===== config.mk =====
export PLATFORM = sky130hd
export DESIGN_NAME = bcd_stopwatch_ctrl_flat
export DESIGN_NICKNAME = d
export VERILOG_FILES = /design/src/rtl/bcd_stopwatch_ctrl_pkg.sv /design/src/rtl/bcd_stopwatch_ctrl_if.sv /design/src/rtl/bcd_stopwatch_ctrl_bcd_digit.sv /design/src/rtl/bcd_stopwatch_ctrl.sv /design/src/flat_wrapper.sv
export SDC_FILE = /design/constraint.sdc
export NUM_CORES = 1
export LEC_CHECK = 0
export CAP_MARGIN = 30
export CELL_PAD_IN_SITES_DETAIL_PLACEMENT = 0
export CELL_PAD_IN_SITES_GLOBAL_PLACEMENT = 1
export CORE_UTILIZATION = 44
export CTS_BUF_LIST = sky130_fd_sc_hd__clkbuf_8
export DETAILED_ROUTE_END_ITERATION = 12
export GPL_TIMING_DRIVEN = 1
export PLACE_DENSITY = 0.95
export SLEW_MARGIN = 10
export SYNTH_ARGS = -nofsm -noshare
export SYNTH_HDL_FRONTEND = slang
export SYNTH_SLANG_ARGS = --single-unit
export TNS_END_PERCENT = 20

===== constraint.sdc =====
create_clock -name clk -period 3.01 [get_ports clk]
set_input_delay 0.301 -clock clk [delete_from_list [all_inputs] [get_ports clk]]
set_output_delay 0.301 -clock clk [all_outputs]
set_load 0.005 [all_outputs]

===== src/rtl/bcd_stopwatch_ctrl_pkg.sv =====
// Shared types and constants for the BCD stopwatch controller.
package bcd_stopwatch_ctrl_pkg;

  localparam int         DIGIT_W = 4;
  localparam logic [3:0] BCD_MAX = 4'd9;

  typedef enum logic [1:0] {
    IDLE  = 2'd0,
    RUN   = 2'd1,
    PAUSE = 2'd2
  } state_e;

endpackage


===== src/rtl/bcd_stopwatch_ctrl_if.sv =====
// Command pulses in, BCD count and status out, between button logic and display driver.
interface bcd_stopwatch_ctrl_if #(
  parameter int DIGITS = 4
);
  import bcd_stopwatch_ctrl_pkg::*;

  logic                        start;
  logic                        stop;
  logic                        clear;
  logic                        lap;
  logic [DIGIT_W*DIGITS-1:0]   count;
  logic [DIGIT_W*DIGITS-1:0]   lap_count;
  logic                        running;
  logic                        ovf;

  modport master (
    output start, stop, clear, lap,
    input  count, lap_count, running, ovf
  );

  modport slave (
    input  start, stop, clear, lap,
    output count, lap_count, running, ovf
  );

endinterface


===== src/rtl/bcd_stopwatch_ctrl_bcd_digit.sv =====
// One decimal digit 0-9; wraps and carries when incremented at 9.
module bcd_digit
  import bcd_stopwatch_ctrl_pkg::*;
(
  input  logic               clk,
  input  logic               rst,
  input  logic               clr,
  input  logic               inc,
  output logic [DIGIT_W-1:0] q,
  output logic               carry_out
);

  logic [DIGIT_W-1:0] q_q;
  logic [DIGIT_W-1:0] q_d;

  always_comb begin
    q_d = q_q;
    if (clr) begin
      q_d = '0;
    end else if (inc) begin
      q_d = (q_q == BCD_MAX) ? '0 : q_q + 4'd1;
    end
  end

  always_ff @(posedge clk or posedge rst) begin
    if (rst) begin
      q_q <= '0;
    end else begin
      q_q <= q_d;
    end
  end

  assign q         = q_q;
  assign carry_out = inc & (q_q == BCD_MAX);

endmodule


===== src/rtl/bcd_stopwatch_ctrl.sv =====
// Start/stop/clear stopwatch: control FSM, tick prescaler, cascaded BCD digits,
// lap snapshot register and sticky wrap flag.
module bcd_stopwatch_ctrl #(
  parameter int DIGITS   = 4,
  parameter int TICK_DIV = 10
) (
  input  logic                 clk,
  input  logic                 rst,
  bcd_stopwatch_ctrl_if.slave  bus
);
  import bcd_stopwatch_ctrl_pkg::*;

  localparam int            PW        = (TICK_DIV > 1) ? $clog2(TICK_DIV) : 1;
  localparam logic [PW-1:0] PRESC_MAX = PW'(TICK_DIV - 1);
  localparam int            CW        = DIGIT_W * DIGITS;

  state_e          state_q, state_d;
  logic [PW-1:0]   presc_q, presc_d;
  logic [CW-1:0]   lap_q, lap_d;
  logic            ovf_q, ovf_d;
  logic            running_q, running_d;
  logic [CW-1:0]   count_w;
  logic [DIGITS:0] carry;
  logic            tick;

  assign tick     = (state_q == RUN) && (presc_q == PRESC_MAX);
  assign carry[0] = tick;

  // Carry into digit k is high only when every lower digit sits at 9 on a tick.
  for (genvar g = 0; g < DIGITS; g++) begin : g_digit
    bcd_digit u_digit (
      .clk       (clk),
      .rst       (rst),
      .clr       (bus.clear),
      .inc       (carry[g]),
      .q         (count_w[g*DIGIT_W +: DIGIT_W]),
      .carry_out (carry[g+1])
    );
  end

  // stop masks start on the same edge; clear overrides everything.
  always_comb begin
    state_d = state_q;
    case (state_q)
      IDLE:    if (bus.start && !bus.stop) state_d = RUN;
      RUN:     if (bus.stop)               state_d = PAUSE;
      PAUSE:   if (bus.start && !bus.stop) state_d = RUN;
      default: state_d = IDLE;
    endcase
    if (bus.clear) state_d = IDLE;

    presc_d = presc_q;
    if (state_q == RUN) presc_d = tick ? '0 : presc_q + PW'(1);
    if (bus.clear) presc_d = '0;

    ovf_d     = bus.clear ? 1'b0 : (ovf_q | carry[DIGITS]);
    lap_d     = bus.lap ? count_w : lap_q;
    running_d = (state_d == RUN);
  end

  always_ff @(posedge clk or posedge rst) begin
    if (rst) begin
      state_q   <= IDLE;
      presc_q   <= '0;
      lap_q     <= '0;
      ovf_q     <= 1'b0;
      running_q <= 1'b0;
    end else begin
      state_q   <= state_d;
      presc_q   <= presc_d;
      lap_q     <= lap_d;
      ovf_q     <= ovf_d;
      running_q <= running_d;
    end
  end

  assign bus.count     = count_w;
  assign bus.lap_count = lap_q;
  assign bus.running   = running_q;
  assign bus.ovf       = ovf_q;

endmodule

===== src/flat_wrapper.sv =====
// flat-port wrapper written by rule: the top's interface ports become plain ports
module bcd_stopwatch_ctrl_flat import bcd_stopwatch_ctrl_pkg::*;
#(
  parameter int DIGITS   = 4,
  parameter int TICK_DIV = 10
)
  (clk, rst, bus_start, bus_stop, bus_clear, bus_lap, bus_count, bus_lap_count, bus_running, bus_ovf);
  bcd_stopwatch_ctrl_if #(.DIGITS(DIGITS)) bus_i ();
  input  logic clk;
  input  logic rst;
  input wire logic [$bits(bus_i.start)-1:0] bus_start;
  input wire logic [$bits(bus_i.stop)-1:0] bus_stop;
  input wire logic [$bits(bus_i.clear)-1:0] bus_clear;
  input wire logic [$bits(bus_i.lap)-1:0] bus_lap;
  output wire logic [$bits(bus_i.count)-1:0] bus_count;
  output wire logic [$bits(bus_i.lap_count)-1:0] bus_lap_count;
  output wire logic [$bits(bus_i.running)-1:0] bus_running;
  output wire logic [$bits(bus_i.ovf)-1:0] bus_ovf;
  assign bus_i.start = bus_start;
  assign bus_i.stop = bus_stop;
  assign bus_i.clear = bus_clear;
  assign bus_i.lap = bus_lap;
  assign bus_count = bus_i.count;
  assign bus_lap_count = bus_i.lap_count;
  assign bus_running = bus_i.running;
  assign bus_ovf = bus_i.ovf;
  bcd_stopwatch_ctrl #(.DIGITS(DIGITS), .TICK_DIV(TICK_DIV)) u_core (.clk(clk), .rst(rst), .bus(bus_i));
endmodule

==> run metrics, run 1 <==
Synth cell types=37; fmax=486 MHz; crit path DAT=2.26 ns; GPL Wtd Cong=between 0.7 and 0.8; largest net degree at the start of global routing=between 40 and 50; hold slack=about 0.43 ns; Cell Area, Synth=1950 um^2; setup_tns=0 ns; Via density=between 5 and 6; crit-path leading delay family=simple AND/OR/NAND/NOR gates; maxcap violations=0; WS Path Type=register to register; clock-pin slew on the worst setup and hold paths=roughly 0.080 ns; worst path bufs/invs=1; Hold Path Class=input port to asynchronous set/reset pin; Avg Cell Area, Syn=~11 um^2; element type at the critical path end=register; first-pass GRT wire length=about 6200 um; initial antenna violation count=0; # IOs=40; DP Cell Count=~260; initial core utilization=0.473; Synth async-reset ratio=1.00; synthesized instance count=approximately 170; Ys Warns=0; total power divided by cell area=between 300 and 400 nW/um^2; Post CTS Setup Buffer Count=0; outcome=complete, no violations; CP Max Fanout=13; Critical Path RT=approximately 3.2 ns; Iter 0 DRT Violations=between 80 and 90; Tcrit/Tclk final=0.684; final hold viol count=0; GRT overflow=0; synthesis-to-finish area growth=25.4%; most frequent cells in the layout=dfrtp_1, clkdlybuf4s50_1, mux2_2, nor2_1, a21oi_1; die footprint=4700 um^2; RSZ-0062 raised after global routing=no; CTS root buffer=clkbuf_8; startpoint types=register; fraction of layout cells with a size suffix above 1=0.137; clk_lat worst skew=about 0.30 ns; r2r setup slk=about 0.95 ns; Sw Ratio=0.232; crit-path cells=inv_1 -> ha_1 -> and2_1 -> nand4_4 -> or4_1 -> a21oi_1; Switching Power=about 220 uW; row cnt=23; Die Wd=just under 70 um; min cycle time layout=just over 2 ns; Logic pwr share=0.045; via count=between 1000 and 1500; fin cells=between 200 and 300; Area after DPL=2360 um^2; total track usage=0.181; syn nets=roughly 190; sequential share of power=0.585; Slew HR=0.406; maximum VDD drop=between 0.2 and 0.25 mV; CTS Buf Count=5; clock sink count=40; crit-path max cell delay=0.57 ns; final setup fails=0; number of detailed-route iterations in the first pass=4; H-tree levels=2; fin util=0.594; HPWL Detailed=roughly 2400 um; maximum clock insertion buffer count=2; Die H=about 69 um; Main synth FF type=dfrtp_1; final WL=between 3000 and 4000 um; Hold-fix buffers, CTS=0; pins over their slew limit=0; Buffers on Ports=39; finished layout cell area=between 2000 and 2500 um^2; Int Pwr=around 700 uW; most common cell after layout, fill and taps aside=dfrtp_1; n_diodes=0; static leakage=approximately 1.1 nW; sequential share of the synthesized area=0.514; Avg WL per Cell=approximately 14 um; Clock Power Share=0.370; Seq cells post-synth=40; vias in the first global route=about 1400; clk_skew=between 0.009 and 0.01 ns; Slowest cell on crit path=or4_1; slew at the pin with the worst max-slew slack=0.888 ns; cells resized by post-CTS repair=0; DRC=0; final net count=between 200 and 250; core area=a little over 4000 um^2; TritonCTS clock tree=built; antenna-violating nets left=0; number of synthesized flops with an enable pin=0
metal layers:
| layer | global-route usage | vias to the layer above | share of wire |
|---|---|---|---|
| li1 | - | 689 | - |
| met2 | 0.289 | 41 | 0.45 |
| met3 | 0.0345 | 8 | 0.046 |
| met1 | 0.234 | 663 | 0.49 |
| met5 | 0 | - | 0 |
| met4 | 0.0859 | 0 | 0.019 |
metrics by stage:
step | power (mW) | setup slack, ns
floorplan | 0.580 | 1.15
global placement | 0.597 | 1.07
detailed placement | 0.597 | 0.951
CTS | 0.942 | 0.936
global route | 0.969 | 0.780
finish | 0.928 | 0.952
synthesized netlist by cell type (all sizes together), types with 2 or more instances:
library cell | count | area, um^2
a211oi | 5 | 37.5
a21oi | 13 | 65.1
a22oi | 2 | 15.0
and2 | 2 | 12.5
and3b | 3 | 26.3
buf | 4 | 31.3
clkbuf | 4 | 15.0
dfrtp | 40 | 1000
ha | 8 | 100
inv | 7 | 26.3
mux2 | 16 | 180
mux2i | 2 | 20.0
nand2 | 7 | 26.3
nand3 | 4 | 20.0
nand4 | 2 | 27.5
nor2 | 13 | 48.8
nor2b | 4 | 25.0
nor3 | 2 | 10.0
o21ai | 10 | 50.1
or3 | 4 | 26.3
or4 | 5 | 37.5
xnor2 | 2 | 17.5
xor2 | 4 | 35.0
cell type report:
class / count / area [um^2]
Fill cell: 369 / 1670
Clock inverter: 2 / 12.5
Sequential cell: 40 / 1000
Timing Repair Buffer: 40 / 398
Tap cell: 50 / 62.6
Multi-Input combinational cell: 118 / 875
Clock buffer: 5 / 68.8
Inverter: 7 / 26.3
power groups by stage:
| stage | sequential [mW] | clock, mW | combinational (mW) |
|---|---|---|---|
| global route | 0.543 | 0.377 | 0.0488 |
| finish | 0.543 | 0.343 | 0.0422 |
| global placement | 0.553 | 0 | 0.0437 |
| detailed placement | 0.554 | 0 | 0.0438 |
| CTS | 0.543 | 0.356 | 0.0440 |
| floorplan | 0.553 | 0 | 0.0274 |
final timing paths:
check,to,cells after the start,start
setup reg to reg,u_core.g_digit[3].u_digit.q[3],6,u_core.presc_q[1]
hold reg to reg,u_core.bus.lap_count[13],1,u_core.bus.lap_count[13]
hold / removal,u_core.g_digit[3].u_digit.q[2],3,rst
min in group clk,u_core.bus.lap_count[13],1,u_core.bus.lap_count[13]
setup / recovery,u_core.g_digit[3].u_digit.q[3],6,u_core.presc_q[1]
max in group asynchronous,u_core.g_digit[2].u_digit.q[1],3,rst
sequential cells by signal, indices dropped and copies added, names as in the netlist:
| name | cells |
|---|---|
| u_core.g_digit.u_digit.q | 16 |
| u_core.state_q | 2 |
| u_core.presc_q | 4 |
| u_core.bus.running | 1 |
| u_core.bus.ovf | 1 |
| u_core.bus.lap_count | 16 |
tightest hold or removal path, delay by kind of cell:
| family | cells | cell delay [ns] |
|---|---|---|
| buffers and inverters | 3 | 0.86 |
kinds of logic after synthesis:
logic type | count (synthesis) | synth area share
flip-flops | 40 | 0.514
adder cells (fa/ha/maj) | 8 | 0.0514
XOR/XNOR | 6 | 0.0270
AO/OA/AOI/OAI | 32 | 0.0931
AND/OR/NAND/NOR | 54 | 0.175
multiplexers | 18 | 0.103
buffers and inverters | 15 | 0.0372
Power figures use the tool's default switching activity.
==> inputs of run 2 (changes only) <==
- CORE_UTILIZATION: 44 -> 41
- PLACE_DENSITY: 0.95 -> 0.92
- clock period: 3.01 -> 1.9 ns (I/O delays scaled with it)
==> run metrics, run 2 (synthesis results as in run 1) <==
GRT overflow=0; clock-pin slew on the worst setup and hold paths=0.08 ns; Tcrit/Tclk final=0.945; Die H=70.9 um; failing checks=DRC; Buffers on Ports=39; footprint of the multi-input gates=slightly below 900 um^2; DP Cell Count=roughly 270; setup_tns=0 ns; DRC=10; vias in the first global route=~1400; fraction of layout cells with a size suffix above 1=0.176; maxcap violations=0; H-tree levels=2; outcome=finished, violations left; final WL=~3800 um; startpoint types=register; Die Wd=approximately 71 um; Area after DPL=between 2000 and 2500 um^2; clock sink count=40; final net count=between 200 and 250; initial core utilization=0.435; slew at the pin with the worst max-slew slack=between 0.5 and 0.6 ns; GPL Wtd Cong=0.789; most common cell after layout, fill and taps aside=dfrtp_1; number of detailed-route iterations in the first pass=8; synthesis-to-finish area growth=28.9%; clk_lat worst skew=0.29 ns; Hold-fix buffers, CTS=0; worst r2r src=u_core.presc_q[1]; min cycle time layout=about 1.8 ns; reg2reg path depth=6; final hold viol count=0; pins over their slew limit=0; maximum VDD drop=~0.47 mV; Seq. cell area=roughly 1000 um^2; final setup fails=0; total track usage=0.164; maximum clock insertion buffer count=2; fin cells=approximately 270; Avg WL per Cell=14.1 um; WS Path Type=register to register; finished layout cell area=2510 um^2; die footprint=5030 um^2; Hold Path Class=input port to asynchronous set/reset pin; Slew HR=0.666; antenna-violating nets left=0; TritonCTS clock tree=built; most frequent cells in the layout=dfrtp_1, clkdlybuf4s50_1, mux2_2, nor2_1, a21oi_1; fmax=roughly 560 MHz; crit path DAT=roughly 2.0 ns; n_diodes=0; static leakage=~1.1 nW; CTS root buffer=clkbuf_8; CTS Buf Count=5; core area=4470 um^2; FF-to-FF End=u_core.g_digit[3].u_digit.q[0]; CP Max Fanout=13; total power divided by cell area=580 nW/um^2; largest net degree at the start of global routing=41; HPWL Detailed=2640 um; row cnt=24; via count=about 1500; Iter 0 DRT Violations=around 120; clk_skew=0.00984 ns; # IOs=40; r2r setup slk=0.10 ns; fillers=~410; Via density=about 5.4; Critical Path RT=~2.1 ns; RSZ-0062 raised after global routing=no; initial antenna violation count=0; first-pass GRT wire length=between 6000 and 7000 um; element type at the critical path end=register
[run 2: changes by cell type in the layout (fill, tap and decap cells not counted)]
cell,change
and4bb_2,+1
and2_1,-1
clkinvlp_4,-1
and2_2,+1
buf_4,+9
and4bb_1,-1
inv_1,+1
[run 2: worst max-delay path, cell delays in order (launching register included)]
cell and delay (ns):
dfrtp_1 0.41, inv_1 0.07, ha_1 0.15, and2_2 0.21
nand4_4 0.19, or4_1 0.56, a21oi_1 0.15
[run 2: metal layers]
layer / up-vias / global-route usage / wire [um]
li1: 709 / - / -
met1: 739 / 0.207 / 1750
met4: 0 / 0.0711 / 29
met5: - / 0 / 0
met3: 4 / 0.0513 / 175
met2: 34 / 0.261 / 1890
[run 2: how the worst max path moves through the flow]
stage	start	end	slack [ns]	cells after the start
after detailed placement	u_core.presc_q[1]	u_core.g_digit[3].u_digit.q[0]	0.06	6
after floorplan	u_core.presc_q[1]	u_core.g_digit[3].u_digit.q[0]	0.04	8
final	u_core.presc_q[1]	u_core.g_digit[3].u_digit.q[0]	0.10	6
after global routing	u_core.presc_q[1]	u_core.g_digit[3].u_digit.q[0]	0.006	6
after CTS	u_core.presc_q[1]	u_core.g_digit[3].u_digit.q[0]	0.03	6
after global placement	u_core.presc_q[1]	u_core.g_digit[3].u_digit.q[1]	0.13	6
[run 2: per-stage QoR]
step | util | setup WS (ns) | power [mW] | hold slack [ns]
2_1_floorplan | - | 0.0391 | 0.920 | 0.257
4_1_cts | 0.561 | 0.0343 | 1.48 | 0.346
6_report | 0.561 | 0.104 | 1.46 | 0.318
3_5_place_dp | 0.544 | 0.0555 | 0.952 | 0.495
5_1_grt | 0.561 | 0.00625 | 1.53 | 0.389
3_3_place_gp | 0.544 | 0.134 | 0.951 | 0.486
[run 2: final cells by class]
| type | count | share of cell area |
|---|---|---|
| Inverter | 7 | 0.0105 |
| Tap cell | 52 | 0.0259 |
| Clock inverter | 2 | 0.00349 |
| Clock buffer | 5 | 0.0274 |
| Timing Repair Buffer | 49 | 0.185 |
| Multi-Input combinational cell | 118 | 0.349 |
| Sequential cell | 40 | 0.399 |
[run 2: what timing repair did]
item                                    CTS  global route
setup buffers                             0             0
endpoints found under the setup margin    0             5
gates resized for setup                   0             2
endpoints found under the hold margin     0             0
[run 2: report_power, final]
part	switching, mW	internal [mW]
registers	0.00509	0.856
logic	0.0428	0.0293
clock network	0.280	0.244
total	0.327	1.13
